<file path="config.mk">
export PLATFORM = sky130hd
export DESIGN_NAME = step_sequencer
export DESIGN_NICKNAME = d
export VERILOG_FILES = /design/src/rtl/stepper_pkg.sv /design/src/rtl/step_timer.sv /design/src/rtl/step_sequencer.sv
export SDC_FILE = /design/constraint.sdc
export NUM_CORES = 1
export LEC_CHECK = 0
export BUFFER_PORTS_ARGS = -buffer_cell sky130_fd_sc_hd__buf_2
export CORE_UTILIZATION = 45
export DETAILED_ROUTE_END_ITERATION = 10
export GPL_TIMING_DRIVEN = 1
export SLEW_MARGIN = 20
export SYNTH_ARGS = -nofsm -noshare
export SYNTH_HDL_FRONTEND = slang
export SYNTH_SLANG_ARGS = --single-unit
</file>
<file path="constraint.sdc">
create_clock -name clk_in -period 5 [get_ports clk_in]
set_clock_uncertainty 0.15 [all_clocks]
set_input_delay 0.25 -clock clk_in [delete_from_list [all_inputs] [get_ports clk_in]]
set_output_delay 0.25 -clock clk_in [all_outputs]
set_load 0.005 [all_outputs]
</file>
<file path="src/rtl/stepper_pkg.sv">
// Shared types and default constants for the step sequencer.
package stepper_pkg;

    localparam int unsigned CNT_W_DEF        = 24;
    localparam int unsigned PER_W_DEF        = 16;
    localparam int unsigned START_PERIOD_DEF = 25000;
    localparam int unsigned RAMP_DEC_DEF     = 250;
    localparam int unsigned PULSE_W_DEF      = 50;
    localparam int unsigned DIR_SETUP_DEF    = 25;

    typedef enum logic [2:0] {
        ST_IDLE,
        ST_SETUP,
        ST_ACCEL,
        ST_CRUISE,
        ST_DECEL
    } state_e;

endpackage

</file>
<file path="src/rtl/step_timer.sv">
// Times one step period: step pulse of PULSE_W cycles, then an end-of-period strobe
// during the last cycle of the period so the next step can start back-to-back.
module step_timer #(
    parameter int unsigned PER_W   = 16,
    parameter int unsigned PULSE_W = 50
) (
    input  logic             clk_i,
    input  logic             rst_i,
    input  logic             start_i,
    input  logic [PER_W-1:0] period_i,
    output logic             step_o,
    output logic             eop_c_o
);

    localparam logic [PER_W-1:0] PULSE_LEN = PER_W'(PULSE_W);

    logic [PER_W-1:0] cnt_q, cnt_d;
    logic             run_q, run_d;
    logic             step_q, step_d;
    logic             eop_c;

    // cnt_q holds the 1-based cycle index within the current period
    always_comb begin
        cnt_d  = cnt_q;
        run_d  = run_q;
        step_d = 1'b0;
        eop_c  = run_q && (cnt_q == period_i);
        if (start_i) begin
            cnt_d  = PER_W'(1);
            run_d  = 1'b1;
            step_d = 1'b1;
        end else if (run_q) begin
            cnt_d  = cnt_q + PER_W'(1);
            run_d  = ~eop_c;
            step_d = (cnt_q < PULSE_LEN);
        end
    end

    always_ff @(posedge clk_i or posedge rst_i) begin
        if (rst_i) begin
            cnt_q  <= '0;
            run_q  <= 1'b0;
            step_q <= 1'b0;
        end else begin
            cnt_q  <= cnt_d;
            run_q  <= run_d;
            step_q <= step_d;
        end
    end

    assign step_o  = step_q;
    assign eop_c_o = eop_c;

endmodule

</file>
<file path="src/rtl/step_sequencer.sv">
// Trapezoidal stepper move sequencer: accepts a move command, ramps the step period
// from START_PERIOD down to the cruise period and back, and tracks signed position.
module step_sequencer
    import stepper_pkg::*;
#(
    parameter int unsigned CNT_W        = CNT_W_DEF,
    parameter int unsigned PER_W        = PER_W_DEF,
    parameter int unsigned START_PERIOD = START_PERIOD_DEF,
    parameter int unsigned RAMP_DEC     = RAMP_DEC_DEF,
    parameter int unsigned PULSE_W      = PULSE_W_DEF,
    parameter int unsigned DIR_SETUP    = DIR_SETUP_DEF
) (
    input  logic             clk_in,
    input  logic             reset_in,
    input  logic             cmd_valid_in,
    output logic             cmd_ready_out,
    input  logic [CNT_W-1:0] cmd_steps_in,
    input  logic             cmd_dir_in,
    input  logic [PER_W-1:0] cmd_period_in,
    input  logic             abort_in,
    input  logic             driver_ready_in,
    output logic             step_out,
    output logic             dir_out,
    output logic             busy_out,
    output logic             done_out,
    output logic [CNT_W-1:0] position_out
);

    localparam logic [PER_W-1:0] START_P    = PER_W'(START_PERIOD);
    localparam logic [PER_W-1:0] DEC_P      = PER_W'(RAMP_DEC);
    localparam logic [PER_W-1:0] MIN_P      = PER_W'(2 * PULSE_W);
    localparam logic [PER_W-1:0] SETUP_LAST = PER_W'(DIR_SETUP - 1);

    state_e           state_q, state_d;
    logic [CNT_W-1:0] rem_q, rem_d;
    logic [CNT_W-1:0] ramp_cnt_q, ramp_cnt_d;
    logic [PER_W-1:0] period_q, period_d;
    logic [PER_W-1:0] cruise_q, cruise_d;
    logic [PER_W-1:0] setup_q, setup_d;
    logic [CNT_W-1:0] position_q, position_d;
    logic             dir_q, dir_d;
    logic             done_q, done_d;
    logic             busy_q, busy_d;

    logic             cmd_ready_c;
    logic             abort_c;
    logic             decel_c;
    logic             start_c;
    logic             eop_c;
    logic [CNT_W-1:0] rem_eff_c;
    logic [PER_W:0]   inc_sum_c;
    logic [PER_W-1:0] period_inc_c;
    logic [PER_W-1:0] period_dec_c;

    assign cmd_ready_c = (state_q == ST_IDLE) && driver_ready_in;

    // Ramp arithmetic done one bit wider so neither direction can wrap
    always_comb begin
        inc_sum_c    = {1'b0, period_q} + {1'b0, DEC_P};
        period_inc_c = (inc_sum_c >= {1'b0, START_P}) ? START_P : inc_sum_c[PER_W-1:0];
        period_dec_c = ({1'b0, period_q} >= ({1'b0, cruise_q} + {1'b0, DEC_P}))
                       ? (period_q - DEC_P) : cruise_q;
    end

    always_comb begin
        state_d    = state_q;
        rem_d      = rem_q;
        ramp_cnt_d = ramp_cnt_q;
        period_d   = period_q;
        cruise_d   = cruise_q;
        setup_d    = setup_q;
        dir_d      = dir_q;
        position_d = position_q;
        done_d     = 1'b0;
        start_c    = 1'b0;
        abort_c    = (abort_in || !driver_ready_in) &&
                     ((state_q == ST_ACCEL) || (state_q == ST_CRUISE));
        decel_c    = (state_q == ST_DECEL) || abort_c;
        rem_eff_c  = abort_c ? ramp_cnt_q : rem_q;

        case (state_q)
            ST_IDLE: begin
                if (cmd_valid_in && cmd_ready_c) begin
                    dir_d      = cmd_dir_in;
                    cruise_d   = (cmd_period_in < MIN_P) ? MIN_P : cmd_period_in;
                    rem_d      = cmd_steps_in;
                    ramp_cnt_d = '0;
                    setup_d    = '0;
                    if (cmd_steps_in == '0) begin
                        done_d = 1'b1;
                    end else begin
                        state_d = ST_SETUP;
                    end
                end
            end
            ST_SETUP: begin
                if (abort_in || !driver_ready_in) begin
                    state_d = ST_IDLE;
                    done_d  = 1'b1;
                end else if (setup_q == SETUP_LAST) begin
                    start_c = 1'b1;
                    rem_d   = rem_q - CNT_W'(1);
                    if (cruise_q >= START_P) begin
                        state_d  = ST_CRUISE;
                        period_d = cruise_q;
                    end else begin
                        state_d  = ST_ACCEL;
                        period_d = START_P;
                    end
                end else begin
                    setup_d = setup_q + PER_W'(1);
                end
            end
            ST_ACCEL, ST_CRUISE, ST_DECEL: begin
                // A stop keeps the current pulse and replays the ramp in reverse
                if (abort_c) begin
                    rem_d   = ramp_cnt_q;
                    state_d = ST_DECEL;
                end
                if (eop_c) begin
                    if (rem_eff_c == '0) begin
                        state_d = ST_IDLE;
                        done_d  = 1'b1;
                    end else begin
                        start_c = 1'b1;
                        rem_d   = rem_eff_c - CNT_W'(1);
                        if (decel_c || (rem_eff_c <= ramp_cnt_q)) begin
                            state_d  = ST_DECEL;
                            period_d = period_inc_c;
                        end else if (state_q == ST_ACCEL) begin
                            period_d   = period_dec_c;
                            ramp_cnt_d = ramp_cnt_q + CNT_W'(1);
                            if (period_dec_c == cruise_q) begin
                                state_d = ST_CRUISE;
                            end
                        end
                    end
                end
            end
            default: state_d = ST_IDLE;
        endcase

        if (start_c) begin
            position_d = position_q + (dir_q ? CNT_W'(1) : {CNT_W{1'b1}});
        end
        busy_d = (state_d != ST_IDLE);
    end

    always_ff @(posedge clk_in or posedge reset_in) begin
        if (reset_in) begin
            state_q    <= ST_IDLE;
            rem_q      <= '0;
            ramp_cnt_q <= '0;
            period_q   <= '0;
            cruise_q   <= '0;
            setup_q    <= '0;
            dir_q      <= 1'b0;
            position_q <= '0;
            done_q     <= 1'b0;
            busy_q     <= 1'b0;
        end else begin
            state_q    <= state_d;
            rem_q      <= rem_d;
            ramp_cnt_q <= ramp_cnt_d;
            period_q   <= period_d;
            cruise_q   <= cruise_d;
            setup_q    <= setup_d;
            dir_q      <= dir_d;
            position_q <= position_d;
            done_q     <= done_d;
            busy_q     <= busy_d;
        end
    end

    step_timer #(
        .PER_W   (PER_W),
        .PULSE_W (PULSE_W)
    ) u_timer (
        .clk_i    (clk_in),
        .rst_i    (reset_in),
        .start_i  (start_c),
        .period_i (period_q),
        .step_o   (step_out),
        .eop_c_o  (eop_c)
    );

    assign cmd_ready_out = cmd_ready_c;
    assign dir_out       = dir_q;
    assign busy_out      = busy_q;
    assign done_out      = done_q;
    assign position_out  = position_q;

endmodule

</file>
* Word level (Yosys, flattened, before mapping)
Cells that the tools add are included.
** Storage, ports and cells
- Flip-flop bits (word level) :: 144
- Bits in latches :: 0
- RAM bits :: 0
- ROM bits :: 0
- Input bits :: 46
- Output and inout port bits :: 29
- Logic and storage cells :: 127
- Memories :: 0
** Cells by class
- Add/subtract/negate cells :: 9
- Multiply operators :: 0
- Div/mod/pow operators :: 0
- Magnitude comparators :: 6
- Eq/ne operators :: 16
- Shifts and indexed selects :: 0
- Multiplexer cells :: 58
- Bitwise gates (word level) :: 1
- Reduce and logical (&&, ||, !) cells :: 24
** Operator list (number)
- 24-bit two-way mux :: 12
- 16-bit two-way mux :: 15
- 24-bit case mux with 3 select lines :: 1
- 16-bit case mux with 2 select lines :: 2
- 24-bit logical NOT :: 2
- 24-bit case mux with 2 select lines :: 1
- 24-bit by 1-bit subtractor with 24-bit output (second input constant) :: 2
- 16-bit by 8-bit adder with 17-bit output (second input constant) :: 2
- 16-bit by 1-bit adder with 16-bit output (second input constant) :: 2
- 16-bit equality test :: 2
- 3-bit two-way mux :: 10
- 24-bit by 1-bit adder with 24-bit output (second input constant) :: 1
- 24-bit adder :: 1
- 24-bit less-or-equal comparator :: 1
- 16-bit by 17-bit greater-or-equal comparator with 1-bit output :: 1
- 17-bit by 15-bit greater-or-equal comparator with 1-bit output (second input constant) :: 1
- 16-bit by 5-bit equality test with 1-bit output (second input constant) :: 1
- 16-bit by 15-bit greater-or-equal comparator with 1-bit output (second input constant) :: 1
- 16-bit by 6-bit less-than comparator with 1-bit output (second input constant) :: 1
- 16-bit by 7-bit less-than comparator with 1-bit output (second input constant) :: 1
- 16-bit by 8-bit subtractor with 16-bit output (second input constant) :: 1
- 1-bit two-way mux :: 14
- 2-bit inequality test (second input constant) :: 7
- 6-bit AND reduction :: 2
- other kinds (18) :: 30

* Longest topological paths before layout
- Depth after elaboration :: 11
- Depth in mapped cells :: 22
- Mapped depth without buffers :: 15

* Modules after synthesis
A second synthesis with hierarchy kept.
** Second synthesis, totals
- Cell total of the unflattened synthesis :: 1534
- Area, all modules :: 12261.8 µm²
** By module, submodules not included
- step_sequencer :: times used 1, cells each 1412, area an instance 11151.9 µm², sequential area each 3153.0 µm²
- step_timer :: times used 1, cells each 122, area an instance 1109.8 µm², sequential area each 450.4 µm²

* Least setup slack after synthesis
OpenSTA, ideal clock, no wires.
- Kind :: reg-to-reg
- Start :: register state_q[1]
- End :: register ramp_cnt_q[6]
- Library setup time :: 132 ps
- Arrival time :: 5018 ps
- Data required time :: 4718 ps
- Slack :: -300 ps
- Cell stages (with the launch flop) :: 19
- Path buffers :: 5
- Clock period less this slack :: 5300 ps
- Path through :: dfrtp_1 nor2b_1 buf_2 nand2_1 clkbuf_1 clkbuf_1 clkbuf_1 o21ai_0 ha_1 nand3_1 or4_1 or4_1 o221a_1 a211o_1 buf_6 o31a_1 or4_1 xnor2_1 nor2_1
** Between the ends
- Word-level cells in the longest chain between the ends :: 8
- Elaborated cells between the ends (all ways) :: 22
- Classes of those cells :: 1 x order compare; 8 x eq/ne; 2 x mux; 11 x reduce/logical
** Ends and longest elaborated chain
- start: declaration :: line step_sequencer.sv:34 : state_e state_q, state_d;
- start signal: assignment :: line step_sequencer.sv:162 : state_q <= state_d;
- 3-bit by 2-bit equality test with 1-bit output (on tied branches) :: line step_sequencer.sv:77, step_sequencer.sv:81, step_sequencer.sv:130
- 1-bit logical OR :: line step_sequencer.sv:77 : ((state_q == ST_ACCEL) || (state_q == ST_CRUISE));
- 1-bit logical AND :: line step_sequencer.sv:76 : abort_c = (abort_in || !driver_ready_in) &&
- 24-bit two-way mux :: line step_sequencer.sv:79 : rem_eff_c = abort_c ? ramp_cnt_q : rem_q;
- 24-bit less-or-equal comparator :: line step_sequencer.sv:127 : if (decel_c || (rem_eff_c <= ramp_cnt_q)) begin
- 1-bit logical OR :: line step_sequencer.sv:127
- 2-bit inequality test (no source line)
- 6-bit AND reduction (no source line)
- end signal: assignment :: line step_sequencer.sv:164 : ramp_cnt_q <= ramp_cnt_d;
- end: declaration :: line step_sequencer.sv:36 : logic [CNT_W-1:0] ramp_cnt_q, ramp_cnt_d;
Parallel ways exist; a longest one is shown, timed or not.
A chain may end at the register's enable or synchronous reset.

* Final worst setup path
- Start :: register state_q[2]
- End :: register ramp_cnt_q[6]
The elaborated chain is that of the path after synthesis.

==> run_results.csv <==
group,metric,value,unit
outcome,run_status,"finished clean",
die,core,0.0253,sq mm
clock_tree,path_clk_slew,0.07,ns
yosys,ys_ff_latch,144,
global_route,grt_max_degree,102,
timing,tightest_slew,1.00,ns
setup_path,critPathKind,"flop to flop",
setup_path,critPathArrivalTime,4.86,ns
final_layout,antenna_cells,0,
die,ios,75,
placed_design,hpwl,25600,um
setup_path,crit_path_end_kind,"flop",
yosys,netlist_area,0.0117,sq mm
setup_path,cp_slowest_cell,"or4_1",
yosys,syn_avg_cell_area,7.93,sq um
global_route,grt_pass1_vias,10727,
min_path,hp-class,"input port to flop",
die,die_h,163,um
timing,rsz0062_at_grt,"no",
routing,ant_nets,0,
placed_design,io_buffers,74,
timing,setup_ws,0.290,ns
global_route,grt_pass1_wl,56100,um
final_layout,nFillCells,2482,
yosys,synth_compound_area_share,20.7,%
power,finalPower,6110,uW
final_layout,drive_above_1_share,10.9,%
routing,dr.pass1.iters,5,
run,maxCapViolCount,0,
timing,fmax,212,MHz
clock_tree,cts_root_buf,"clkbuf_16",
placed_design,gp_congestion,0.951,
setup_path,crit_path_end,"ramp_cnt_q[6]$_DFFE_PP0P_",
timing,tns,0,ns
clock_tree,clock-sinks,144,
setup_path,cpPeakStageDelay,0.58,ns
power,cellPowerDensity,460,mW/mm^2
yosys,ys_seq_area_share,30.8,%
yosys,synth_fa_ha_area_share,7.76,%
yosys,synth_mux_area_share,0.524,%
routing,routedWlPerCell,18.5,um
yosys,synthSimpleGateAreaFrac,24.2,%
routing,drc,0,
clock_tree,cts_buffers,17,
timing,slew_viol_final,0,
setup_path,setup.worst_path.start,"state_q[2]$_DFF_PP0_",
routing,wl,34900,um
setup_path,worstPathRequired,5.15,ns
yosys,synthCells,1476,
die,fp.dieArea,0.0267,sq mm
yosys,synth-edff-count,0,
setup_path,path_cells,"nor2b_1, nand2_1, buf_4, o21ai_1, ha_1, nand2_1, or4_1, or4_1, o221a_1, a211o_1, o31a_1, or4_1, xnor2_1, nor2_1",
final_layout,syn_to_final_growth,13.6,%
setup_path,cp_max_fo,8,
routing,route.vias.total,11230,
power,p_leak,0.00560,uW
timing,setup_violations,0,
global_route,grt_usage,26.7,%
placed_design,pre_cts_ws,0.141,ns
die,start_util,46.2,%
yosys,synthArstFlopShare,100,%
routing,drt_iter0_markers,644,
timing,period_share,94.2,%
final_layout,fin_area,0.0133,sq mm
final_layout,register_area,0.00360,sq mm
timing,final_hold_viol_count,0,
global_route,overflow,0,
final_layout,fin_nets,1664,
die,die_x,163,um
setup_path,cpMostUsedCell,"or4_1",
timing,fin_crit,4.71,ns
clock_tree,clock_latency,0.43,ns
setup_path,worst_r2r_endpoint,"ramp_cnt_q[6]$_DFFE_PP0P_",
setup_path,r2r-start,"state_q[2]$_DFF_PP0_",
routing,via_per_inst,5.94,
die,rows,58,
yosys,synthXorXnorAreaFrac,11.0,%
yosys,synth-main-ff-cell,"dfrtp_1",
setup_path,start_kind,"flop",
yosys,syn-num-nets,1594,
final_layout,final_util,52.5,%
yosys,ys_warn_count,0,
placed_design,dpl-instance-area,0.0125,sq mm
clock_tree,ctsLongestPathBuffers,2,
clock_tree,cts_tree,"done",
yosys,synth_top_family_by_area,"simple AND/OR/NAND/NOR gates",
setup_path,r2r_slack,0.29,ns
timing,slew_headroom,31.6,%
setup_path,rr_worst_depth,14,
clock_tree,htreeDepth,4,
yosys,synth.distinct_cells,76,
final_layout,multi_input_area,0.00758,sq mm
power,ir_drop,0.000258,V
global_route,antenna_found_initial,0,
[how the worst min path moves through the flow]
stage,startpoint,cells past startpoint,endpoint
after floorplan,cmd_period_in[10],2,cruise_q[10]$_DFFE_PP0P_
after global placement,cmd_dir_in,3,dir_out$_DFFE_PP0P_
after detailed placement,cmd_period_in[8],3,cruise_q[8]$_DFFE_PP0P_
after CTS,cmd_steps_in[7],3,rem_q[7]$_DFFE_PP0P_
after global routing,cmd_steps_in[12],3,rem_q[12]$_DFFE_PP0P_
final,cmd_steps_in[7],3,rem_q[7]$_DFFE_PP0P_
[layout by cell type (no fill, tap or decap), types with 8 or more instances in the layout]
master,instances
a211oi_1,16
a21o_1,11
a21oi_1,86
a22oi_1,13
a31oi_1,8
and3_1,18
buf_2,74
buf_4,37
clkbuf_16,17
dfrtp_1,144
dlygate4sd3_1,19
ha_1,71
inv_1,68
nand2_1,166
nand3_1,48
nand4_1,36
nor2_1,157
nor2b_1,11
nor3_1,42
nor3b_1,9
nor4_1,33
o21a_1,11
o21ai_0,104
o221ai_1,24
o31ai_1,8
or3_1,11
or4_1,11
xnor2_1,100
xor2_1,45
[power breakdown]
group | internal (uW) | switching (uW)
Clock | 718 | 579
Combinational | 1300 | 1600
Sequential | 1430 | 484
Total | 3440 | 2670
[cells in the mapped netlist (34+ instances only)]
cell type | n | area share, %
nand2_1 | 166 | 5.3
clkbuf_1 | 70 | 2.2
inv_1 | 69 | 2.2
nand3_1 | 48 | 2.1
a21oi_1 | 87 | 3.7
xnor2_1 | 100 | 7.5
nor4_1 | 34 | 1.8
nand4_1 | 36 | 1.9
ha_1 | 71 | 7.6
nor2_1 | 158 | 5.1
o21ai_0 | 106 | 4.5
nor3_1 | 43 | 1.8
xor2_1 | 45 | 3.4
dfrtp_1 | 144 | 31
[logic make-up after synthesis]
group                      Yosys count
buffers and inverters              149
xor gates and xnor gates           146
muxes                                6
and+or+nand+nor                    585
AOI/OAI and AO/OA                  374
DFF                                144
adders and majority gates           72
[worst max-delay path: cells and delay by family (launching register included)]
kind / cells / cell delay (ns)
simple gates: 7 / 2.11
compound gates: 4 / 1.42
flops: 1 / 0.39
fa+ha+maj: 1 / 0.19
buf+inv: 1 / 0.18
xor+xnor: 1 / 0.15
[through the flow]
| stage | hold slack [ns] | instances |
|---|---|---|
| 5_1_grt | 0.0301 | 1889 |
| 3_3_place_gp | 0.303 | 1836 |
| 3_5_place_dp | 0.312 | 1836 |
| 4_1_cts | 0.00603 | 1887 |
| 6_report | 0.0172 | 1889 |
| 2_1_floorplan | 0.205 | 1476 |
[flip-flops by register name (all words and copies together), names as in the netlist]
name and cells:
state_q 3, setup_q 16, cruise_q 16, ramp_cnt_q 24, rem_q 24, dir_out 1
position_out 24, u_timer.run_q 1, period_q 16, done_out 1, busy_out 1, u_timer.step_o 1
u_timer.cnt_q 16
[layout make-up]
| type | instances | share of cell area [%] |
|---|---|---|
| Tap cell | 330 | 3.11 |
| Timing Repair Buffer | 131 | 6.39 |
| Clock inverter | 14 | 1.10 |
| Inverter | 69 | 1.99 |
| Multi-Input combinational cell | 1183 | 57.0 |
| Sequential cell | 144 | 27.1 |
| Clock buffer | 18 | 3.30 |
[repair_timing]
item                                    4_1_cts  5_1_grt
endpoints found under the setup margin        0       21
buffers inserted                              0        2
resized for setup                             0        6
hold buffers                                 19        0
endpoints found under the hold margin       118        0
[routing by layer]
metal	global-route usage, %	vias up	part of all wire, %
met4	9.94	0	2.9
met1	33.7	5407	44
met5	0	-	0
li1	-	5485	-
met2	46.1	278	49
met3	3.61	60	4.0
Note: power is estimated with default switching activity, not from simulation.
